[src/rtl/keccak_pkg.sv]
`default_nettype none
`timescale 1ns/1ps
// +--------------------------------------------------------------------------+
// | Module : keccak_pkg                                                      |
// | Brief  : Shared Keccak core types: step-unit select encodings, round     |
// |          index sizing and the round controller state type.               |
// | Rev    : 1.0                                                             |
// +--------------------------------------------------------------------------+
package keccak_pkg;

    localparam int STEP_SEL_WIDTH     = 3;
    localparam int ROUND_INDEX_SIZE   = 5;
    localparam int NUM_ROUNDS_DEFAULT = 24;

    typedef logic [STEP_SEL_WIDTH-1:0]   step_sel_t;
    typedef logic [ROUND_INDEX_SIZE-1:0] round_idx_t;

    // Step-unit mux select encodings; IDLE_STEP parks the mux when not running.
    localparam step_sel_t THETA     = 3'd0;
    localparam step_sel_t RHO       = 3'd1;
    localparam step_sel_t PI        = 3'd2;
    localparam step_sel_t CHI       = 3'd3;
    localparam step_sel_t IOTA      = 3'd4;
    localparam step_sel_t IDLE_STEP = 3'd7;

    typedef enum logic [1:0] {
        IDLE = 2'd0,
        RUN  = 2'd1,
        DONE = 2'd2
    } ctrl_state_e;

endpackage
`default_nettype wire

[src/rtl/keccak_round_ctrl_if.sv]
`default_nettype none
`timescale 1ns/1ps
// +--------------------------------------------------------------------------+
// | Module : keccak_round_ctrl_if                                            |
// | Brief  : Handshake and step-unit control bundle between the absorb/      |
// |          squeeze control (master) and the round controller (slave).      |
// | Rev    : 1.0                                                             |
// +--------------------------------------------------------------------------+
interface keccak_round_ctrl_if
    import keccak_pkg::*;
();
    logic       start_i;
    logic       halt_i;
    logic       ready_o;
    step_sel_t  step_sel_o;
    round_idx_t round_index_o;
    logic       state_we_o;
    logic       busy_o;
    logic       done_o;

    modport master (
        output start_i, halt_i,
        input  ready_o, step_sel_o, round_index_o, state_we_o, busy_o, done_o
    );

    modport slave (
        input  start_i, halt_i,
        output ready_o, step_sel_o, round_index_o, state_we_o, busy_o, done_o
    );
endinterface
`default_nettype wire

[src/rtl/keccak_round_ctrl.sv]
`default_nettype none
`timescale 1ns/1ps
// +--------------------------------------------------------------------------+
// | Module : keccak_round_ctrl                                               |
// | Brief  : Sequences the combinational Keccak step unit through theta,     |
// |          rho, pi, chi, iota for every round of Keccak-f[1600], driving   |
// |          the step select, round index and state-register write enable.   |
// | Rev    : 1.0                                                             |
// +--------------------------------------------------------------------------+
module keccak_round_ctrl
    import keccak_pkg::*;
#(
    parameter int NUM_ROUNDS = NUM_ROUNDS_DEFAULT
) (
    input  wire logic          clk,
    input  wire logic          rst_n,
    keccak_round_ctrl_if.slave ctrl
);

    localparam round_idx_t c_LAST_ROUND = ROUND_INDEX_SIZE'(NUM_ROUNDS - 1);

    ctrl_state_e r_state;
    step_sel_t   r_step;
    round_idx_t  r_round;

    ctrl_state_e w_state_nxt;
    step_sel_t   w_step_nxt;
    round_idx_t  w_round_nxt;

    logic        w_ready;
    logic        w_busy;
    logic        w_done;
    logic        w_we;
    step_sel_t   w_step_sel;

    // State and counter registers; reset parks the controller idle.
    always_ff @(posedge clk or negedge rst_n) begin
        if (!rst_n) begin
            r_state <= IDLE;
            r_step  <= THETA;
            r_round <= '0;
        end else begin
            r_state <= w_state_nxt;
            r_step  <= w_step_nxt;
            r_round <= w_round_nxt;
        end
    end

    // Next-state / counter advance and output decode. step_sel and round
    // index depend only on registered state; only the write enable sees halt.
    always_comb begin
        w_state_nxt = r_state;
        w_step_nxt  = r_step;
        w_round_nxt = r_round;
        w_ready     = 1'b0;
        w_busy      = 1'b0;
        w_done      = 1'b0;
        w_we        = 1'b0;
        w_step_sel  = IDLE_STEP;

        case (r_state)
            IDLE: begin
                w_ready     = 1'b1;
                w_step_nxt  = THETA;
                w_round_nxt = '0;
                if (ctrl.start_i) begin
                    w_state_nxt = RUN;
                end
            end

            RUN: begin
                w_busy = 1'b1;
                if (r_step > IOTA) begin
                    // Corrupted step counter: abandon the permutation.
                    w_state_nxt = IDLE;
                    w_step_nxt  = THETA;
                    w_round_nxt = '0;
                end else begin
                    w_step_sel = r_step;
                    w_we       = !ctrl.halt_i;
                    if (!ctrl.halt_i) begin
                        if (r_step == IOTA) begin
                            w_step_nxt = THETA;
                            if (r_round == c_LAST_ROUND) begin
                                w_state_nxt = DONE;
                                w_round_nxt = '0;
                            end else begin
                                w_round_nxt = r_round + ROUND_INDEX_SIZE'(1);
                            end
                        end else begin
                            w_step_nxt = r_step + STEP_SEL_WIDTH'(1);
                        end
                    end
                end
            end

            DONE: begin
                w_busy      = 1'b1;
                w_done      = 1'b1;
                w_state_nxt = IDLE;
                w_step_nxt  = THETA;
                w_round_nxt = '0;
            end

            default: begin
                w_state_nxt = IDLE;
                w_step_nxt  = THETA;
                w_round_nxt = '0;
            end
        endcase
    end

    assign ctrl.ready_o       = w_ready;
    assign ctrl.busy_o        = w_busy;
    assign ctrl.done_o        = w_done;
    assign ctrl.state_we_o    = w_we;
    assign ctrl.step_sel_o    = w_step_sel;
    assign ctrl.round_index_o = r_round;

endmodule
`default_nettype wire

[src/flat_wrapper.sv]
// flat-port wrapper written by rule: the top's interface ports become plain ports
module keccak_round_ctrl_flat import keccak_pkg::*;
#(
    parameter int NUM_ROUNDS = NUM_ROUNDS_DEFAULT
)
  (clk, rst_n, ctrl_start_i, ctrl_halt_i, ctrl_ready_o, ctrl_step_sel_o, ctrl_round_index_o, ctrl_state_we_o, ctrl_busy_o, ctrl_done_o);
  keccak_round_ctrl_if ctrl_i ();
  input  wire logic clk;
  input  wire logic rst_n;
  input wire logic [$bits(ctrl_i.start_i)-1:0] ctrl_start_i;
  input wire logic [$bits(ctrl_i.halt_i)-1:0] ctrl_halt_i;
  output wire logic [$bits(ctrl_i.ready_o)-1:0] ctrl_ready_o;
  output wire logic [$bits(ctrl_i.step_sel_o)-1:0] ctrl_step_sel_o;
  output wire logic [$bits(ctrl_i.round_index_o)-1:0] ctrl_round_index_o;
  output wire logic [$bits(ctrl_i.state_we_o)-1:0] ctrl_state_we_o;
  output wire logic [$bits(ctrl_i.busy_o)-1:0] ctrl_busy_o;
  output wire logic [$bits(ctrl_i.done_o)-1:0] ctrl_done_o;
  assign ctrl_i.start_i = ctrl_start_i;
  assign ctrl_i.halt_i = ctrl_halt_i;
  assign ctrl_ready_o = ctrl_i.ready_o;
  assign ctrl_step_sel_o = ctrl_i.step_sel_o;
  assign ctrl_round_index_o = ctrl_i.round_index_o;
  assign ctrl_state_we_o = ctrl_i.state_we_o;
  assign ctrl_busy_o = ctrl_i.busy_o;
  assign ctrl_done_o = ctrl_i.done_o;
  keccak_round_ctrl #(.NUM_ROUNDS(NUM_ROUNDS)) u_core (.clk(clk), .rst_n(rst_n), .ctrl(ctrl_i));
endmodule
[config.mk]
export PLATFORM = sky130hd
export DESIGN_NAME = keccak_round_ctrl_flat
export DESIGN_NICKNAME = d
export VERILOG_FILES = /design/src/rtl/keccak_pkg.sv /design/src/rtl/keccak_round_ctrl_if.sv /design/src/rtl/keccak_round_ctrl.sv /design/src/flat_wrapper.sv
export SDC_FILE = /design/constraint.sdc
export NUM_CORES = 1
export LEC_CHECK = 0
export CAP_MARGIN = 10
export CORE_MARGIN = 8
export CORE_UTILIZATION = 35
export DETAILED_ROUTE_END_ITERATION = 7
export PLACE_DENSITY = 0.56
export SKIP_LAST_GASP = 1
export SYNTH_ARGS = -nofsm -noshare
export SYNTH_HDL_FRONTEND = slang
export SYNTH_SLANG_ARGS = --single-unit
export TNS_END_PERCENT = 5
[constraint.sdc]
create_clock -name clk -period 1.9 [get_ports clk]
set_input_delay 0.38 -clock clk [delete_from_list [all_inputs] [get_ports clk]]
set_output_delay 0.38 -clock clk [all_outputs]
set_load 0.1 [all_outputs]
==> out/metrics.cfg, run 1 <==
[timing]
drv_slew=0
relSlewSlack_pct=68.70
clock_skew_ns=0.002084
rsz0062_at_grt=false
setup-violations-final=0
fin_crit_ns=1.826
fin_ws_ns=0.07433
hold_viol=0
worst_pin_slew_ns=0.4681
period_share_pct=96.09
max_freq_ghz=0.5477
setup_tns_ns=0
whs_ns=0.4208

[route]
totalWireLength_mm=1.588
initialDrtViolationCount=12
ant_nets=0
routedWlPerCell_um=13.46
drc=0
firstDrtPassIters=4
routed-via-count=587
vias_per_cell=4.975

[clocking]
clkTransAtPathRegs_ns=0.07
clk_latency_ns=0.27
cts_buffer_depth=2
cts-root-buf=clkbuf_4
cts_max_level=1
cts_tree=done
clock_sinks=10
cts_inserted_buffers=3

[floorplan]
dieArea_mm2=0.003529
dieHeight_um=59.41
start_util_pct=37.78
core_area_mm2=0.001745
io_pins=16
die_x_um=59.41
rows=15

[setup_path]
cp-end-kind=output port
worst_setup_path_start_kind=register
required_ns=1.52
worstSetupPathType=reg -> out
path_buf_inv=3
cp_top_family=flip-flops
max_stage_delay_ns=0.40
cp_max_fo=5
crit_chain=inv_2 > ha_4 > o21ai_4 > buf_4 > nor2_4 > buf_12
cp_slowest_cell=dfrtp_1
reg2reg_slack_ns=0.19
crit_arrival_ns=1.45

[synth]
synth_common_cells=dfrtp_1, ha_1, inv_1, nand2_1, o21ai_0
seq_area_frac_synth_pct=37.95
synthesis.nets=76
synth_ff_type=dfrtp_1
ys_ff_latch=10
synth.top_cell.area_share_pct=37.95
synth_top_area_cell=dfrtp_1
synthCells=65
synthArstFlopShare_pct=100.0
synth_warnings=0
syn_area_um2=659.4
synth.most_common_cell=dfrtp_1
synth_edf_count=0
synth_cell_type_count=32
yosys-top-cells-area=dfrtp_1, ha_1, o21ai_4
avgSynthCellArea_um2=10.14

[grt]
grt.total_usage_pct=10.01
grt_util_met2_pct=14.79
grt_busiest_layer=met2
grt_max_degree=11
grt_pass1_wl_mm=2.663
gr-total-overflow=0
grt_pass1_vias=603
met1_usage_pct=11.14
groute.layer.met3.usage_pct=3.905
antenna_found_initial=0

[finish]
antenna_cells=0
syn2layout_area_growth_pct=68.50
post-route-util_pct=63.66
stdcell_count=118
layout-drive-gt1-share_pct=47.31
nets=105

[power]
irDropWorstVdd_v=0.001460
leakage_nw=0.5259
cellPowerDensity_mw_per_mm2=1706

[job]
max_cap_viol_count=0

[run_status]
outcome=completed

[placed_design]
dp_hpwl_mm=1.132
place_inst=108
portBuffers=15
gp_congestion=0.7562
pre_cts_ws_ns=0.1042

[min_path]
hp-class=in -> async

-- registers in the layout, indices dropped and copies added, names as in the netlist --
signal                     count
u_core.r_state                 2
u_core.ctrl.round_index_o      5
u_core.r_step                  3
-- layout make-up --
| type | count | area [µm²] |
|---|---|---|
| flip-flops and latches | 10 | 250.2 |
| clock buffers | 4 | 36.28 |
| fillers | 128 | 634.4 |
| well taps | 25 | 31.28 |
| repair buffers | 25 | 345.3 |
| multi-input cells | 48 | 425.4 |
| inverters | 6 | 22.52 |
-- cell usage in the layout (no fill, tap or decap), types with 2 or more instances in the layout --
| cell | synthesis | layout |
|---|---|---|
| ha_1 | 7 | 5 |
| buf_4 | 0 | 10 |
| dfrtp_1 | 10 | 10 |
| nand2b_4 | 0 | 2 |
| inv_2 | 1 | 4 |
| ha_4 | 0 | 2 |
| clkbuf_4 | 0 | 3 |
| buf_12 | 0 | 12 |
| o21ai_4 | 2 | 2 |
| inv_1 | 5 | 2 |
| clkdlybuf4s50_1 | 0 | 3 |
| nand2_1 | 5 | 4 |
| nor2_1 | 3 | 2 |
| o21ai_0 | 4 | 4 |
| a21o_1 | 3 | 3 |
-- per-stage QoR --
step / total power [mW] / instance area (µm²)
floorplan: 1.104 / 664.4
global placement: 1.509 / 984.7
detailed placement: 1.513 / 984.7
CTS: 1.811 / 1076
global route: 1.975 / 1111
finish: 1.896 / 1111
-- kinds of logic (layout without fill, tap and decap cells) --
group	after synthesis	in the layout	synth area share, %
flip-flops	10	10	37.95
buffers and inverters	7	35	5.123
AO/OA/AOI/OAI	16	16	19.54
AND/OR/NAND/NOR	23	23	20.31
multiplexers	2	2	3.794
adder cells (fa/ha/maj)	7	7	13.28
-- where the power goes --
part	internal, mW	switching [mW]	total (mW)
sequential	0.245	0.0361	0.281
combinational	0.577	0.835	1.41
clock	0.117	0.0857	0.202
total	0.939	0.957	1.90
-- per-layer routing --
metal	vias up	wire [µm]
met5	-	0
li1	282	-
met1	283	660
met4	0	48
met3	4	101
met2	18	779
-- final timing paths --
kind | from | to | depth (start not counted)
max in group asynchronous | rst_n | u_core.r_step[0] | 1
min reg2reg | u_core.r_step[2] | u_core.r_step[2] | 2
min in group clk | u_core.r_step[2] | u_core.r_step[2] | 2
min | rst_n | u_core.r_step[2] | 1
max | u_core.r_step[0] | ctrl_state_we_o | 6
max reg2reg | u_core.ctrl.round_index_o[0] | u_core.r_state[0] | 5
-- timing repair --
item,in CTS,in global routing
gates resized for setup,4,6
hold buffers,0,0
pin swaps,1,2
buffers inserted,4,2
endpoints found under the setup margin,2,3
Note: power is estimated with default switching activity, not from simulation.
==> inputs of run 2 (changes only) <==
--- a/config.mk
+++ b/config.mk
@@ -6,7 +6,6 @@
 export NUM_CORES = 1
 export LEC_CHECK = 0
 export CAP_MARGIN = 10
-export CORE_MARGIN = 8
 export CORE_UTILIZATION = 35
 export DETAILED_ROUTE_END_ITERATION = 7
 export PLACE_DENSITY = 0.56
==> run 2 against run 1 <==
Effect of this change:
- maximum frequency fell by 1.5%
- setup slack got worse by 0.027 ns
- total power fell by 2.7%
- core utilization decreased by 1.9 points
- hold slack improved by 0.0053 ns
- critical path depth fell by 1
- clock-buffer cell count unchanged
- clock skew about the same
- critical path type unchanged
- critical endpoint is now ctrl_step_sel_o[1]
- largest cell class unchanged
- highest routed layer unchanged
==> out/metrics.cfg, run 2 (same netlist as run 1, synthesis figures left out) <==
[route]
totalWireLength_mm=1.437
met3WireLength_um=50
initialDrtViolationCount=11
routed-via-count=570
ant_nets=0
met2_wirelength_um=669
drc=0
routedWlPerCell_um=12.39
vias_per_cell=4.914
firstDrtPassIters=4
wl_met1_um=678
top_layer=met4

[setup_path]
reg2reg_slack_ns=0.06
cp-end-kind=output port
required_ns=1.52
crit_arrival_ns=1.47
worstSetupPathType=reg -> out
worst_setup_path_start_kind=register
cp_max_fo=4

[finish]
multi_input_area_um2=407.9
register_area_um2=250.2
largest_register_ffs=5
layout-drive-gt1-share_pct=42.86
final_common_cell=buf_12
antenna_cells=0
stdcell_count=116
syn2layout_area_growth_pct=63.57
final_cell_mix=buf_12, dfrtp_1, buf_4
nets=103
finalInstanceArea_mm2=0.001079
fillCellCount=151

[clocking]
clock_sinks=10
clk_latency_ns=0.27
clkTransAtPathRegs_ns=0.08
cts_buffer_depth=2
cts_tree=done
cts_inserted_buffers=3
cts_max_level=1
cts-root-buf=clkbuf_4

[timing]
setup-violations-final=0
max_freq_ghz=0.5398
worst_pin_slew_ns=0.4716
relSlewSlack_pct=68.46
setup_tns_ns=0
period_share_pct=97.50
fin_ws_ns=0.04746
hold_viol=0
drv_slew=0
fin_crit_ns=1.853
clock_skew_ns=0.002435
rsz0062_at_grt=true

[job]
max_cap_viol_count=0

[grt]
antenna_found_initial=0
grt_pass1_wl_mm=2.346
grt_pass1_vias=547
gr-total-overflow=0
grt_max_degree=11
grt.total_usage_pct=16.60

[floorplan]
dieArea_mm2=0.002062
io_pins=16
rows=15
die_x_um=45.41
core_area_mm2=0.001745
start_util_pct=37.78
dieHeight_um=45.41

[placed_design]
portBuffers=15
dp_hpwl_mm=1.099
gp_congestion=0.7169
postPlaceCellArea_um2=984.7
pre_cts_ws_ns=0.09516
place_inst=108

[power]
irDropWorstVdd_v=0.001624
cellPowerDensity_mw_per_mm2=1710
leakage_nw=0.5149

[run_status]
outcome=completed

[min_path]
hp-class=in -> async

==> run 2: changes by cell type in the layout (fill, tap and decap cells not counted) <==
cell    previous run  this run
buf_4             10         8
inv_2              4         2
ha_4               2         1
ha_1               5         6
nor2_2             0         1
nor2_4             1         0
inv_1              2         4
==> run 2: final cells by class <==
class                           instances  share of cell area, %
Inverter                                6                  2.088
Tap cell                               25                  2.900
Timing Repair Buffer                   23                  30.63
Clock buffer                            4                  3.364
Sequential cell                        10                  23.20
Multi-Input combinational cell         48                  37.82
==> run 2: worst paths after layout <==
check / start / end / depth (start not counted)
hold / removal: rst_n / u_core.ctrl.round_index_o[2] / 1
setup reg to reg: u_core.r_state[1] / u_core.r_state[0] / 8
min in group clk: u_core.r_state[0] / u_core.r_state[0] / 1
setup / recovery: u_core.r_step[0] / ctrl_step_sel_o[1] / 5
hold reg to reg: u_core.r_state[0] / u_core.r_state[0] / 1
max in group asynchronous: rst_n / u_core.r_step[1] / 1
==> run 2: critical path, cell delays in order (launching register included) <==
cell	delay [ns]
dfrtp_1	0.37
inv_1	0.11
ha_4	0.20
o21ai_4	0.19
nand2b_4	0.17
buf_12	0.17
==> run 2: metrics by stage <==
| stage | hold WS [ns] | total power, mW | utilization (%) |
|---|---|---|---|
| finish | 0.4261 | 1.844 | 61.79 |
| global route | 0.4719 | 1.909 | 61.79 |
| CTS | 0.4549 | 1.823 | 61.22 |
| detailed placement | 0.5403 | 1.514 | 56.42 |
| global placement | 0.5403 | 1.504 | 56.42 |
| floorplan | 0.08441 | 1.104 | - |
==> run 2: metal layers <==
layer / track usage, % / vias to the layer above
met5: 0 / -
met4: 10.91 / 0
met3: 4.365 / 5
met2: 25.14 / 14
met1: 20.54 / 276
li1: - / 275
==> run 2: where the power goes <==
part           switching (mW)  internal, mW  leakage (nW)
clock                  0.0857         0.116        0.0210
combinational           0.823         0.546         0.358
sequential             0.0282         0.245         0.136
==> run 2: what timing repair did <==
action | in CTS | in global routing
resized for setup | 3 | 2
pin swaps | 1 | 0
hold buffers | 0 | 0
endpoints found under the hold margin | 0 | 0
setup buffers | 4 | 0
setup endpoints to repair | 2 | 4
==> RTL edit 1, RTL diff (flow settings as in run 1) <==
Encoding of `ctrl_state_e`: now one-hot (3 bits for 3 states).
--- a/src/rtl/keccak_pkg.sv
+++ b/src/rtl/keccak_pkg.sv
@@ -23,10 +23,10 @@
     localparam step_sel_t IOTA      = 3'd4;
     localparam step_sel_t IDLE_STEP = 3'd7;
 
-    typedef enum logic [1:0] {
-        IDLE = 2'd0,
-        RUN  = 2'd1,
-        DONE = 2'd2
+    typedef enum logic [2:0] {
+        IDLE = 3'b001,
+        RUN  = 3'b010,
+        DONE = 3'b100
     } ctrl_state_e;
 
 endpackage
Function: no difference found for any inputs over 10 cycles, from zero or initial values and one cycle with rst_n low; not proved beyond that.
==> RTL edit 1 against run 1 <==
Synthesized cell count rose by 6.2%; non-clock buffer count increased by 2; area after synthesis is 3.0% higher; via count is 13% higher; sequential cell count is 1 higher; worst setup slack lost 0.027 ns; fmax is 1.4% lower; design area rose by 3.5%; sequential power up 8.5%; power is 25% lower; routed wire length is 16% higher; clock skew shrank 0.0011 ns; hold slack gained 0.017 ns; highest routed layer unchanged.
==> RTL edit 1: results (changes against run 1) <==
| Metric | Value |
|---|---|
| Nets | `107 (was 105)` |
| Status | `finished clean (unchanged)` |
| Reg2reg path depth | `4 (was 5)` |
| Cell internal pwr | `0.724 mW (was 0.939 mW)` |
| Worst vdd ir | `0.00110 V (was 0.00146 V)` |
| Met1 GRT Util | `0.126 (was 0.111)` |
| Fill cells | `166 (was 128)` |
| Met2 wire length | `953 um (was 779 um)` |
| Sequential power | `0.305 mW (was 0.281 mW)` |
| Met1 Wirelength | `769 um (was 660 um)` |
| Final Skew | `0.000996 ns (was 0.00208 ns)` |
| Vias | `663 (was 587)` |
| Clk. pwr | `0.167 mW (was 0.202 mW)` |
| FF-to-FF setup slack | `0.45 ns (was 0.19 ns)` |
| Placed Area | `1050 um2 (was 985 um2)` |
| Routed length per instance | `14.6 um (was 13.5 um)` |
| Cell variety after synth | `29 (was 32)` |
| Crit path largest cell delay | `0.38 ns (was 0.40 ns)` |
| Share of cells above drive strength 1 | `0.414 (was 0.473)` |
| Switching fraction of total power | `0.493 (was 0.505)` |
| Largest net degree at the start of global routing | `12 (was 11)` |
| Top cell types by occurrence after synthesis | `dfrtp_1 (10), nor2_1 (7), nand3_1 (5) (was dfrtp_1 (10), ha_1 (7), inv_1 (5), nand2_1 (5), o21ai_0 (4))` |
| Dpl hpwl | `1.37 mm (was 1.13 mm)` |
| Gr usage total | `0.107 (was 0.100)` |
| GR Util met3 | `0.0366 (was 0.0390)` |
| Met3 wire length | `93 um (was 101 um)` |
-- RTL edit 1: worst max-delay path by stage --
stage                                   from                                        to  cells after the start
2_1_floorplan  u_core.r_state[2]$_DFFE_PN0P_                               ctrl_done_o                      1
6_report        u_core.r_step[0]$_DFFE_PN0P_                           ctrl_state_we_o                      6
5_1_grt        u_core.r_state[2]$_DFFE_PN0P_                           ctrl_state_we_o                      4
4_1_cts        u_core.r_state[2]$_DFFE_PN0P_                        ctrl_step_sel_o[2]                      4
3_3_place_gp                     ctrl_halt_i  u_core.ctrl.round_index_o[2]$_DFFE_PN0P_                      5
3_5_place_dp                     ctrl_halt_i  u_core.ctrl.round_index_o[3]$_DFFE_PN0P_                      4
-- RTL edit 1: final cells by class --
class / count / area, um2 / share of cell area
repair buffers: 27 / 364 / 0.317
well taps: 27 / 33.8 / 0.0294
flip-flops and latches: 11 / 278 / 0.242
clock buffers: 4 / 26.3 / 0.0229
multi-input cells: 54 / 437 / 0.380
inverters: 3 / 11.3 / 0.00979
-- RTL edit 1: logic make-up (layout without fill, tap and decap cells) --
| logic type | Yosys count | count (layout) | synth area share |
|---|---|---|---|
| xor gates and xnor gates | 3 | 3 | 0.0387 |
| buffers and inverters | 4 | 34 | 0.0221 |
| and+or+nand+nor | 33 | 33 | 0.313 |
| AOI/OAI and AO/OA | 14 | 14 | 0.149 |
| adders and majority gates | 3 | 3 | 0.0553 |
| muxes | 1 | 1 | 0.0147 |
| DFF | 11 | 11 | 0.407 |
-- RTL edit 1: what timing repair did --
action	CTS	global route
resized for setup	1	7
buffers inserted	1	5
endpoints found under the setup margin	4	4
pin swaps	0	3
==> RTL edit 2, RTL diff (settings of run 1) <==
Made on the original files. `ROUND_INDEX_SIZE`: 5 -> 6.
--- a/src/rtl/keccak_pkg.sv
+++ b/src/rtl/keccak_pkg.sv
@@ -9,7 +9,7 @@
 package keccak_pkg;
 
     localparam int STEP_SEL_WIDTH     = 3;
-    localparam int ROUND_INDEX_SIZE   = 5;
+    localparam int ROUND_INDEX_SIZE   = 6;
     localparam int NUM_ROUNDS_DEFAULT = 24;
 
     typedef logic [STEP_SEL_WIDTH-1:0]   step_sel_t;
Interface: changed (resized ctrl_round_index_o); port bits go from 16 to 17. The function was not compared with the original's and may differ.
==> RTL edit 2 against run 1 <==
Worst setup slack got worse by 0.041 ns; routed wire length increased by 15%; synthesized cell count rose by 15%; sequential share of layout area is 1.4 points higher; power grew 6.4%; largest power group unchanged; sequential cell count up 1; utilization down 3.8 points; design area up 4.6%; area after synthesis increased by 9.1%.
==> RTL edit 2: results (changes against run 1) <==
| Metric | Value |
|---|---|
| Status | `finished clean (unchanged)` |
| Dpl cells | `121 (was 108)` |
| RD Place Congestion | `0.828 (was 0.756)` |
| Share of cells above drive strength 1 | `0.363 (was 0.473)` |
| Cells after Synth | `75 (was 65)` |
| Nets | `114 (was 105)` |
| Clock Power Share | `0.084 (was 0.107)` |
| Met1 GRT Util | `0.119 (was 0.111)` |
| Number of flip-flops in the largest register | `6 (was 5)` |
| Post-CTS setup buffer count | `2 (was 4)` |
| Top cell types by occurrence after synthesis | `dfrtp_1 (11), nand2_1 (8), ha_1 (7) (was dfrtp_1 (10), ha_1 (7), inv_1 (5), nand2_1 (5), o21ai_0 (4))` |
| Post-Syn Nets | `86 (was 76)` |
| CTS resizes | `6 (was 4)` |
| Ranking of synthesized cells by area | `dfrtp_1 (38%), ha_1 (12%), nand2_1 (4.2%) (was dfrtp_1 (38%), ha_1 (13%), o21ai_4 (4.9%))` |
| Final Skew | `0.00467 ns (was 0.00208 ns)` |
| Worst vdd ir | `0.00126 V (was 0.00146 V)` |
| Vias | `649 (was 587)` |
| Post-synthesis sequential area ratio | `0.383 (was 0.380)` |
| First-pass GRT wire length | `3.01 mm (was 2.66 mm)` |
| Pwr per Cell Area | `1740 nW/um2 (was 1710 nW/um2)` |
| Leak Pwr | `0.541 nW (was 0.526 nW)` |
| Largest net degree at the start of global routing | `12 (was 11)` |
| Non-Filler Instances | `129 (was 118)` |
| CP Data Arrival Time | `1.49 ns (was 1.45 ns)` |
| Fill cells | `172 (was 128)` |
| Met1 Wirelength | `767 um (was 660 um)` |
| Iter 0 DRT Violations | `11 (was 12)` |
| GR Util met3 | `0.0313 (was 0.0390)` |
| Port bufs | `16 (was 15)` |
| Dpl ws | `0.0824 ns (was 0.104 ns)` |
| Power share of the combinational group | `0.753 (was 0.745)` |
| Grt met2 use | `0.179 (was 0.148)` |
| Routed wire length | `1.83 mm (was 1.59 mm)` |
## RTL edit 2: layout make-up
type / count / share of cell area
flip-flops and latches: 11 / 0.239
inverters: 6 / 0.0194
repair buffers: 25 / 0.308
well taps: 27 / 0.0291
multi-input cells: 56 / 0.382
clock buffers: 4 / 0.0226
## RTL edit 2: final timing paths
path                                                          start                                        to  slack [ns]
max in group asynchronous                                     rst_n  u_core.ctrl.round_index_o[1]$_DFFE_PN0P_        1.05
max                                    u_core.r_step[1]$_DFFE_PN0P_                        ctrl_step_sel_o[0]        0.03
min reg2reg                u_core.ctrl.round_index_o[4]$_DFFE_PN0P_  u_core.ctrl.round_index_o[4]$_DFFE_PN0P_        0.58
max reg2reg                u_core.ctrl.round_index_o[0]$_DFFE_PN0P_             u_core.r_state[0]$_DFFE_PN0P_        0.20
min                                                           rst_n  u_core.ctrl.round_index_o[4]$_DFFE_PN0P_        0.46
min in group clk           u_core.ctrl.round_index_o[4]$_DFFE_PN0P_  u_core.ctrl.round_index_o[4]$_DFFE_PN0P_        0.58
## RTL edit 2: logic make-up after synthesis
group / share of synthesized area
muxes: 0.0435
adders and majority gates: 0.122
buffers and inverters: 0.0626
AOI/OAI and AO/OA: 0.169
DFF: 0.383
and+or+nand+nor: 0.221
## RTL edit 2: metrics by stage
stage,hold slack (ns),cell area (um2),setup TNS (ns),utilization
2_1_floorplan,0.0844,729,-0.509,-
3_3_place_gp,0.510,1070,0,0.550
3_5_place_dp,0.511,1070,0,0.550
4_1_cts,0.476,1130,0,0.584
5_1_grt,0.496,1160,-0.0412,0.599
6_report,0.456,1160,0,0.599
## RTL edit 2: worst max-delay path, delay by kind of cell (launching register included)
family	cells	cell delay (ns)
adder cells (fa/ha/maj)	1	0.15
buffers and inverters	2	0.27
flip-flops	1	0.40
AND/OR/NAND/NOR	3	0.39
